[src/rtl/rv32i_types.sv]
// Shared RV32I type definitions: the basic word and write-mask types, plus the
// store-buffer entry record and its drain-FSM state encoding.
`timescale 1ns/1ps
package rv32i_types;

  // Architectural data word.
  typedef logic [31:0] rv32i_word;

  // Per-byte write enables, already shifted into lane position.
  typedef logic [3:0]  rv32i_mem_wmask;

  // One buffered store. Only the word address is kept, because the byte lanes
  // are already encoded in wmask.
  typedef struct packed {
    logic [29:0]    addr;
    rv32i_word      wdata;
    rv32i_mem_wmask wmask;
  } sb_entry_t;

  // Drain FSM. IDLE waits for a pending entry. ISSUE presents the head entry
  // to the dcache until the dcache acknowledges it.
  typedef enum logic {
    SB_IDLE  = 1'b0,
    SB_ISSUE = 1'b1
  } sb_state_t;

  // Word index of a byte address.
  function automatic logic [29:0] word_of(input logic [31:0] byte_addr);
    return byte_addr[31:2];
  endfunction

endpackage

[src/rtl/dcache_store_buffer.sv]
// Data-cache store buffer.
//
// Stores from the pipeline are queued in a small circular FIFO. A two-state
// FSM drains the FIFO to the dcache one word at a time, in strict enqueue
// order. Stores are never coalesced and never forwarded to loads. Instead, a
// load whose word overlaps any pending store (including the one currently in
// flight) is flagged so the pipeline can stall it.
`timescale 1ns/1ps
module dcache_store_buffer
  import rv32i_types::*;
#(
  parameter int DEPTH = 4
) (
  input  logic           clk,
  input  logic           rst_n,

  // Store port from the pipeline
  input  logic           st_valid,
  input  logic [31:0]    st_addr,
  input  rv32i_word      st_wdata,
  input  rv32i_mem_wmask st_wmask,
  output logic           st_ready,

  // Load hazard check
  input  logic           ld_check,
  input  logic [31:0]    ld_addr,
  output logic           ld_conflict,

  // Write port to the dcache
  output logic           dmem_write,
  output logic [31:0]    dmem_address,
  output rv32i_word      dmem_wdata,
  output rv32i_mem_wmask dmem_byte_enable,
  input  logic           dmem_resp,

  // Status
  output logic           sb_empty
);

  localparam int PTR_W = $clog2(DEPTH);
  localparam int CNT_W = PTR_W + 1;

  localparam logic [CNT_W-1:0] FULL_COUNT = CNT_W'(DEPTH);
  localparam logic [PTR_W-1:0] PTR_ONE    = PTR_W'(1);

  // ---------------------------------------------------------------------------
  // Storage and bookkeeping
  // ---------------------------------------------------------------------------
  sb_entry_t        entries [DEPTH];
  logic [PTR_W-1:0] head;
  logic [PTR_W-1:0] tail;
  logic [CNT_W-1:0] count;
  sb_state_t        state;

  // Registered copies of the head entry, presented to the dcache while in
  // ISSUE and held at zero while in IDLE.
  logic [31:0]      dmem_address_q;
  rv32i_word        dmem_wdata_q;
  rv32i_mem_wmask   dmem_byte_enable_q;

  // Slot occupancy, derived from the head pointer and the count.
  logic [PTR_W-1:0] slot_offset [DEPTH];
  logic [DEPTH-1:0] slot_valid;
  logic             ld_hit;

  logic             push;
  logic             pop;

  // Byte-offset bits of both addresses are intentionally ignored.
  logic             unused_low_bits;
  assign unused_low_bits = ^{st_addr[1:0], ld_addr[1:0]};

  // ---------------------------------------------------------------------------
  // Handshakes
  // ---------------------------------------------------------------------------
  // Acceptance looks only at the current count. A pop at the same edge does
  // not open a slot early, so a full buffer refuses stores for that cycle.
  assign st_ready = (count != FULL_COUNT);
  assign push     = st_valid && st_ready;

  // A completion is only meaningful while a write is outstanding. dmem_resp
  // seen in IDLE is ignored.
  assign pop      = (state == SB_ISSUE) && dmem_resp;

  // ---------------------------------------------------------------------------
  // Entry storage: written at the tail on every accepted store
  // ---------------------------------------------------------------------------
  // NOTE: the entry array has no reset. Occupancy is tracked entirely by
  // head/tail/count, so stale data in an unused slot is never observed, and
  // leaving the array unreset lets it map onto plain storage cells.
  always_ff @(posedge clk) begin
    if (push) begin
      entries[tail] <= '{addr:  word_of(st_addr),
                         wdata: st_wdata,
                         wmask: st_wmask};
    end
  end

  // ---------------------------------------------------------------------------
  // FIFO pointers and occupancy count
  // ---------------------------------------------------------------------------
  // NOTE: every sequential block uses non-blocking assignments, so that all
  // registers sample their pre-edge values and the block order cannot change
  // behaviour.
  always_ff @(posedge clk or negedge rst_n) begin
    if (!rst_n) begin
      head  <= '0;
      tail  <= '0;
      count <= '0;
    end else begin
      if (push) begin
        tail <= tail + PTR_ONE;
      end
      if (pop) begin
        head <= head + PTR_ONE;
      end
      // A simultaneous enqueue and pop moves both pointers and leaves the
      // count unchanged.
      unique case ({push, pop})
        2'b10:   count <= count + CNT_W'(1);
        2'b01:   count <= count - CNT_W'(1);
        default: count <= count;
      endcase
    end
  end

  // ---------------------------------------------------------------------------
  // Drain FSM with registered dcache outputs
  // ---------------------------------------------------------------------------
  // The head entry is captured when the FSM enters ISSUE. The head pointer
  // cannot move until the pop that leaves ISSUE, so the captured value equals
  // the live head entry for the whole write. Leaving ISSUE always passes back
  // through IDLE, which inserts the required idle cycle between writes.
  always_ff @(posedge clk or negedge rst_n) begin
    if (!rst_n) begin
      state              <= SB_IDLE;
      dmem_address_q     <= '0;
      dmem_wdata_q       <= '0;
      dmem_byte_enable_q <= '0;
    end else begin
      unique case (state)
        SB_IDLE: begin
          if (count != '0) begin
            state              <= SB_ISSUE;
            dmem_address_q     <= {entries[head].addr, 2'b00};
            dmem_wdata_q       <= entries[head].wdata;
            dmem_byte_enable_q <= entries[head].wmask;
          end
        end
        SB_ISSUE: begin
          if (dmem_resp) begin
            state              <= SB_IDLE;
            dmem_address_q     <= '0;
            dmem_wdata_q       <= '0;
            dmem_byte_enable_q <= '0;
          end
        end
        default: begin
          state              <= SB_IDLE;
          dmem_address_q     <= '0;
          dmem_wdata_q       <= '0;
          dmem_byte_enable_q <= '0;
        end
      endcase
    end
  end

  assign dmem_write       = (state == SB_ISSUE);
  assign dmem_address     = dmem_address_q;
  assign dmem_wdata       = dmem_wdata_q;
  assign dmem_byte_enable = dmem_byte_enable_q;

  // ---------------------------------------------------------------------------
  // Slot occupancy: slot i is live when its distance from head is below count
  // ---------------------------------------------------------------------------
  // NOTE: every signal written here gets a value on every pass through the
  // block, so no latch is inferred.
  always_comb begin
    for (int i = 0; i < DEPTH; i++) begin
      slot_offset[i] = PTR_W'(i) - head;
      slot_valid[i]  = ({1'b0, slot_offset[i]} < count);
    end
  end

  // ---------------------------------------------------------------------------
  // Load hazard: word-address match against every live slot
  // ---------------------------------------------------------------------------
  always_comb begin
    ld_hit = 1'b0;
    for (int i = 0; i < DEPTH; i++) begin
      if (slot_valid[i] && (entries[i].addr == word_of(ld_addr))) begin
        ld_hit = 1'b1;
      end
    end
  end

  assign ld_conflict = ld_check && ld_hit;

  assign sb_empty = (count == '0) && (state == SB_IDLE);

  // ---------------------------------------------------------------------------
  // Structural sanity checks
  // ---------------------------------------------------------------------------
  // Occupancy can never exceed the number of slots.
  assert property (@(posedge clk) disable iff (!rst_n) count <= FULL_COUNT);

  // The write data path is quiet whenever no write is outstanding.
  assert property (@(posedge clk) disable iff (!rst_n)
                   (state == SB_IDLE) |-> (dmem_address_q == '0 &&
                                           dmem_wdata_q == '0 &&
                                           dmem_byte_enable_q == '0));

endmodule

[config.mk]
export PLATFORM = sky130hd
export DESIGN_NAME = dcache_store_buffer
export DESIGN_NICKNAME = d
export VERILOG_FILES = /design/src/rtl/rv32i_types.sv /design/src/rtl/dcache_store_buffer.sv
export SDC_FILE = /design/constraint.sdc
export NUM_CORES = 1
export LEC_CHECK = 0
export CORE_MARGIN = 3
export CORE_UTILIZATION = 38
export CTS_CLUSTER_DIAMETER = 100
export CTS_CLUSTER_SIZE = 12
export DETAILED_ROUTE_END_ITERATION = 8
export PLACE_DENSITY = 0.67
export SYNTH_ARGS = -nofsm -noshare
export SYNTH_HDL_FRONTEND = slang
export SYNTH_SLANG_ARGS = --single-unit
[constraint.sdc]
create_clock -name clk -period 3.91 [get_ports clk]
set_clock_uncertainty 0.1 [all_clocks]
set_input_delay 0.782 -clock clk [delete_from_list [all_inputs] [get_ports clk]]
set_output_delay 0.782 -clock clk [all_outputs]
set_load 0.1 [all_outputs]
==> impl_results.md, run 1 <==
- Status: finished clean
- Area of the multi-input gates: approximately 4100 µm²
- Max Slew Vio Count: 0
- Final period util: 97.84%
- Clk buf depth: 3
- CP arrival: approximately 2.9 ns
- Post-layout nets: around 1200
- Ys Warns: 0
- Global-route usage over all layers: approximately 17%
- Row Count: 69
- Hold WC Path Type: primary input to asynchronous set/reset pin
- Post-layout min period: between 3 and 4 ns
- Async S/R FF share, synth: between 20% and 30%
- H-Tree Depth: 2
- Initial antenna violation count: 7
- Slew @ Worst Pin: a little over 1 ns
- Global-route wire length before repair: 50.93 mm
- Crit end category: primary output
- Port Buffers: 170
- Mean number of vias per cell: 5.134
- RSZ-0062 raised after global routing: false
- Hold_buf cts: 0
- Leakage Power: slightly above 6 nW
- Fmax: 261.4 MHz
- Power per cell area: 796.7 nW/µm²
- Drt pass-1 iters: 5
- Synth Flop Type: edfxtp_1
- Detailed Route Iter0 Violations: between 500 and 600
- Finished Layout Cells: between 1500 and 2000
- WL final: 33.94 mm
- Synthesized area: approximately 14000 µm²
- Area of the core: approximately 36000 µm²
- Vias in the first global route: ~8400
- Worst path slowest cell: clkdlybuf4s50_1
- Core Util, Final: roughly 49%
- Crit path buf inv count: 4
- Largest net degree at the start of global routing: 90
- CTS tree: built
- Max FO, Critical Path: 4
- Remaining Overflow, GRT: 0
- Clock sinks: about 340
- Clock transition at path regs: around 0.060 ns
- Worst skew pair latency: 0.52 ns
- Die height: between 150 and 200 µm
- Synthesized flop and latch total: ~340
- CP Class: primary input to primary output
- Final hold viol count: 0
- Syn_area_per_cell: approximately 16 µm²
- Max cap viols: 0
- Via count: between 7000 and 8000
- Final antenna-violating net count: 0
- Slew Limit Headroom: 30.60%
- Register Area: 9787 µm²
- Placed Cells incl. Taps: between 1000 and 1500
- Synth cell types: 29
- Setup Buffers After CTS: 0
- EDFF count, synth: approximately 260
- Final setup fails: 0
- Drt wl/cell: 22.00 µm
- Die width: 197.9 µm
- Synth Instances: 859
- Area growth, synth to finish: 24.53%
- CP peak stage delay: a little over 0.5 ns
- Initial core utilization: ~39%
- Worst path cell trace: clkdlybuf4s50_1, buf_4, xor2_1, nor4_1, buf_4, nand3_1, a2111oi_1, or4_4, buf_12
- Top Ports: 177
- CP Data Required Time: roughly 3.0 ns
- Crit path max-delay family: buffers and inverters
- Fillcell total: about 3100
- Post-route DRC: 0
- CTS root buffer: clkbuf_16
- Register area share after synthesis: roughly 70%
- Full die area: 39160 µm²
- Final GP Congestion: 0.8698
- Startpoint Class: primary input
- CTS Buf Count: 34
- Ratio of cells with drive above 1 in the final layout: roughly 14%
- Post-DP HPWL: 22.23 mm
- CP dominant cell by count: buf_4
- Peak supply drop: 460.2 µV
power by group:
part	internal [mW]	switching, mW
Sequential	4.82	0.457
Clock	1.64	1.32
Combinational	1.74	3.90
registers in the layout, indices dropped and copies added, names as in the netlist:
signal	count
dmem_write	1
dmem_address	30
tail	2
head	2
dmem_wdata	32
entries	264
count	3
dmem_byte_enable	4
final timing paths:
path                               endpoint        startpoint  slack [ns]  cells after the start
setup / recovery                ld_conflict       ld_addr[25]        0.08                      9
hold / removal                     count[0]             rst_n        0.08                      1
setup reg to reg             dmem_wdata[29]           head[0]        1.01                      5
hold reg to reg            dmem_address[27]  dmem_address[27]        0.41                      2
max in group asynchronous   dmem_address[3]             rst_n        2.90                      2
min in group clk           dmem_address[27]  dmem_address[27]        0.41                      2
cell usage after synthesis, types with 2 or more instances:
master | instances | area share (%)
dfrtp_1 | 74 | 13
buf_2 | 16 | 0.57
a21oi_1 | 6 | 0.21
nor4_2 | 2 | 0.18
clkbuf_1 | 19 | 0.51
and3_1 | 4 | 0.18
xnor2_1 | 14 | 0.88
ha_1 | 9 | 0.80
nand4_1 | 8 | 0.36
nor2_1 | 3 | 0.080
buf_4 | 2 | 0.11
mux4_2 | 66 | 11
o21ai_0 | 64 | 2.3
nand3_1 | 4 | 0.14
xor2_1 | 112 | 7.0
nor3_1 | 4 | 0.14
nor4_1 | 23 | 1.0
buf_6 | 2 | 0.16
o21ai_1 | 4 | 0.14
a2111oi_0 | 4 | 0.25
inv_1 | 12 | 0.32
nand2_1 | 137 | 3.7
edfxtp_1 | 264 | 57
metal layers:
layer | wire length (µm) | share of wire (%) | up-vias | track usage (%)
li1 | - | - | 3604 | -
met1 | 14390 | 42 | 3985 | 23.19
met2 | 16310 | 48 | 255 | 28.13
met3 | 2359 | 7.0 | 65 | 4.492
met4 | 794 | 2.3 | 12 | 4.823
met5 | 87 | 0.26 | - | 0
layout by cell type, fill, tap and decap left out, types with 3 or more instances in the layout:
master and count:
nor2_1 3, xnor2_1 14, nand4_1 8, nor3_1 4, nor4_1 18, inv_1 12
xor2_1 112, ha_1 9, nand3_1 4, dfrtp_1 72, mux4_2 66, edfxtp_1 264
clkdlybuf4s50_1 165, nand2_1 136, o21ai_0 64, buf_12 5, and3_4 4, clkbuf_1 22
buf_4 28, a21oi_1 6, a2111oi_1 3, clkbuf_16 34, nor4_2 7, o21ai_1 4
kinds of logic after synthesis:
family | after synthesis | share of synthesized area (%)
simple gates | 187 | 5.883
other cells | 1 | 0.02680
buf+inv | 51 | 1.672
fa+ha+maj | 10 | 0.9478
mux | 66 | 10.62
xor+xnor | 127 | 8.003
flops | 338 | 69.89
compound gates | 79 | 2.960
worst reg2reg max path: stages, from the launching register on:
cell     delay (ns)
dfrtp_4        0.62
buf_4          0.54
buf_4          0.67
mux4_2         0.60
nand2_1        0.10
o21ai_0        0.12
area by class of cell:
type,count,area share (%)
antenna,1,0.01436
clock buffer,56,5.356
clock inverter,5,0.2800
inverter,12,0.2585
multi-input combinational,471,23.29
sequential,338,56.16
tap,461,3.310
timing repair buffer,199,11.33
through the flow:
step           setup TNS (ns)  power [mW]  area (µm²)  setup slack, ns  hold slack [ns]
2_1_floorplan               0       9.406       14000           0.3672           0.3864
5_1_grt                     0       14.56       17430         0.005045          0.08140
4_1_cts                     0       14.04       17390          0.02796          0.08231
6_report                    0       13.88       17430          0.08429          0.08448
3_5_place_dp        -0.009062       11.05       16400        -0.009062           0.4134
3_3_place_gp         -0.04735       10.98       16400         -0.04735           0.4027
repair_timing:
item,in CTS,in global routing
resized for setup,2,9
setup endpoints to repair,1,1
pin swaps,0,0
No activity file was read; power rests on OpenSTA's default activity.
==> run 2, diff against run 1 <==
--- a/config.mk
+++ b/config.mk
@@ -14,3 +14,4 @@
 export SYNTH_ARGS = -nofsm -noshare
 export SYNTH_HDL_FRONTEND = slang
 export SYNTH_SLANG_ARGS = --single-unit
+export TNS_END_PERCENT = 50
==> results of run 2 <==
Same layout as run 1: the final DEF is identical, and so are final timing and power.
==> run 3, diff against run 2 <==
--- a/config.mk
+++ b/config.mk
@@ -5,6 +5,7 @@
 export SDC_FILE = /design/constraint.sdc
 export NUM_CORES = 1
 export LEC_CHECK = 0
+export ABC_AREA = 1
 export CORE_MARGIN = 3
 export CORE_UTILIZATION = 38
 export CTS_CLUSTER_DIAMETER = 100
==> run 3 against run 2 <==
  * Register-to-register slack gained 0.39 ns
  * Total power shrank 1.9%
  * Wire length grew 2.7%
  * Combinational power shrank 2%
  * Sequential share of layout area grew 0.40 points
  * Hold slack gained 0.28 ns
  * Final cell count grew 12%
  * Via count grew 13%
  * Clock-buffer cell count shrank 2
  * First-iteration DRC count shrank 5.2%
  * Cell area shrank 0.75%
  * Clock power is essentially flat
  * Critical path type is now register to primary output
  * Largest cell class unchanged
==> impl_results.md, run 3 <==
- Status: finished clean
- Area of the multi-input gates: about 3700 µm²
- Row Count: 69
- Port Buffers: 170
- Final GP Congestion: approximately 0.80
- Detailed Route Iter0 Violations: slightly below 500
- Synth Flop Type: edfxtp_1
- Clock sinks: around 340
- WL final: approximately 35 mm
- Area of the core: around 36000 µm²
- Biggest register: entries
- Drt pass-1 iters: 5
- Largest area contributor in the netlist: edfxtp_1
- Startpoint Class: register
- Slew Limit Headroom: a little under a third
- Full die area: about 40000 µm²
- Max FFs per register: 264
- Synth Instances: between 1000 and 1500
- Vias in the first global route: 9324
- Drt wl/cell: 20.13 µm
- Post-DP HPWL: roughly 21 mm
- RSZ-0062 raised after global routing: false
- Async S/R FF share, synth: 21.89%
- Synthesized area: 14130 µm²
- Ratio of cells with drive above 1 in the final layout: 5.980%
- CTS tree: built
- Worst path cell trace: inv_2, nor2_4, inv_2, nand2_1, ha_1, inv_1, nor2_1, a22oi_1, nand3_1, nor2_2, nand3_1, nand2_1, nor2_1, nor2_1, buf_12
- Max cap viols: 0
- CTS root buffer: clkbuf_16
- Setup TNS: 0 ns
- Crit path max-delay family: simple AND/OR/NAND/NOR gates
- Clk buf depth: 3
- Antenna diodes: 0
- Fillcell total: 3199
- Synthesized flop and latch total: around 340
- CP Data Required Time: roughly 3.0 ns
- Die height: approximately 200 µm
- Count leader, synth: edfxtp_1
- Post-layout min period: 3.680 ns
- Post-synth top cells: edfxtp_1 (264), inv_1 (112), nand2_1 (98)
- Worst path slowest cell: dfrtp_2
- Max Slew Vio Count: 0
- Pre-CTS setup slack: about 0.38 ns
- Final antenna-violating net count: 0
- Syn_area_per_cell: around 13 µm²
- Power per cell area: about 790 nW/µm²
- CTS Buf Count: 34
- Mean number of vias per cell: a little over 5
- Yosys top cell area share: 56.11%
- Fmax: about 270 MHz
- Slew @ Worst Pin: 1.032 ns
- Via count: about 9000
- Commonest non-fill, non-tap cells in the layout: edfxtp_1 (264), clkdlybuf4s50_1 (166), inv_1 (111), nand2_1 (95), nand3_1 (79)
- Top Ports: roughly 180
- Die width: a little under 200 µm
- Final period util: 94.13%
- EDFF count, synth: roughly 260
- Synth cell types: 27
- Register area share after synthesis: ~70%
- Initial antenna violation count: 6
- Global-route wire length before repair: about 53 mm
- WHS: 0.3649 ns
- CP Class: register to primary output
- Ys Warns: 0
- Remaining Overflow, GRT: 0
- CP peak stage delay: between 0.4 and 0.5 ns
- Initial core utilization: roughly two fifths
- Clock transition at path regs: 0.06 ns
- H-Tree Depth: 2
- CP dominant cell by count: nor2_1
- Setup Buffers After CTS: 0
- Synth area leaders: edfxtp_1 (56%), dfrtp_1 (13%), xnor2_1 (4.2%), a221oi_1 (4.1%), o2bb2ai_1 (3.5%)
- Hold WC Path Type: primary input to asynchronous set/reset pin
- Largest net degree at the start of global routing: a little over 70
- Peak supply drop: approximately 540 µV
- Area growth, synth to finish: 22.40%
- Core Util, Final: a little under half
- Leakage Power: ~6.3 nW
- Final hold viol count: 0
- CP arrival: around 2.8 ns
- Post-layout nets: between 1000 and 1500
- Crit end category: primary output
- Post-route DRC: 0
- Max FO, Critical Path: 8
- Worst skew pair latency: between 0.5 and 0.6 ns
- Final setup fails: 0
- Global-route usage over all layers: between 10% and 20%
- Commonest non-fill, non-tap cell in the layout: edfxtp_1
- Slack of the critical path: ~0.23 ns
- Register Area: 9782 µm²
- Crit path buf inv count: 4
-- run 3: cell types whose count changed in the layout (fill, tap and decap cells not counted), sizes merged, moves of 10 or more --
| cell | change |
|---|---|
| o22ai | +10 |
| nor2 | +61 |
| buf | -12 |
| xor2 | -77 |
| o2bb2ai | +56 |
| a221oi | +66 |
| xnor2 | +53 |
| nor4 | -25 |
| mux4 | -66 |
| nand3 | +75 |
| inv | +104 |
| nand2 | -39 |
-- run 3: worst reg2reg max path, stage by stage (launching register included) --
cell and delay, ns:
dfrtp_1 0.37, inv_1 0.21, nand3_1 0.17, nand2_1 0.45
ha_1 0.23, inv_1 0.07, fa_1 0.38, a21oi_1 0.15
o21ai_0 0.11, xor2_1 0.15
-- run 3: metal layers --
layer  vias to the layer above  part of all wire (%)  track usage [%]
met5                         -                  0.20                0
met4                        12                   2.3            4.555
met3                        59                   7.0            4.302
met2                       267                    49            30.57
met1                      4404                    41            21.74
li1                       4227                     -                -
-- run 3: stage by stage --
step | power [mW] | area, µm² | std cells
2_1_floorplan | 9.157 | 14140 | 1091
3_3_place_gp | 10.76 | 16320 | 1674
3_5_place_dp | 10.83 | 16320 | 1674
4_1_cts | 13.80 | 17290 | 1732
5_1_grt | 14.34 | 17300 | 1732
6_report | 13.63 | 17300 | 1732
-- run 3: cell families after synthesis --
group / count (synthesis) / share of synthesized area (%)
AOI/OAI and AO/OA: 207 / 10.68
xor gates and xnor gates: 103 / 6.384
adders and majority gates: 10 / 0.9387
buffers and inverters: 180 / 5.162
DFF: 338 / 69.21
other: 1 / 0.02654
and+or+nand+nor: 251 / 7.598
-- run 3: timing repair --
item | CTS | global route
cloned | 0 | 0
setup endpoints to repair | 1 | 1
resized for setup | 1 | 4
hold buffers | 0 | 0
-- run 3: power breakdown --
part           internal [mW]  total, mW  switching [mW]
Clock                   1.64       2.93            1.30
Combinational           1.46       5.51            4.05
Sequential              4.79       5.18           0.388
-- run 3: cell type report --
class                      count  share of cell area, %
clock inverter                 4                 0.2604
tap                          461                  3.335
timing repair buffer         187                  10.66
sequential                   338                  56.56
clock buffer                  54                  5.353
multi-input combinational    573                  21.32
inverter                     115                  2.510
-- run 3: final timing paths --
| kind | start | end | slack [ns] | cells past startpoint |
|---|---|---|---|---|
| max in group asynchronous | rst_n | dmem_address[20] | 2.58 | 2 |
| worst min-delay path | rst_n | dmem_byte_enable[1] | 0.36 | 1 |
| worst min register to register | count[1] | count[1] | 0.38 | 2 |
| worst max-delay path | head[0] | ld_conflict | 0.23 | 15 |
| worst max register to register | count[1] | count[2] | 1.40 | 9 |
| min in group clk | count[1] | count[1] | 0.38 | 2 |
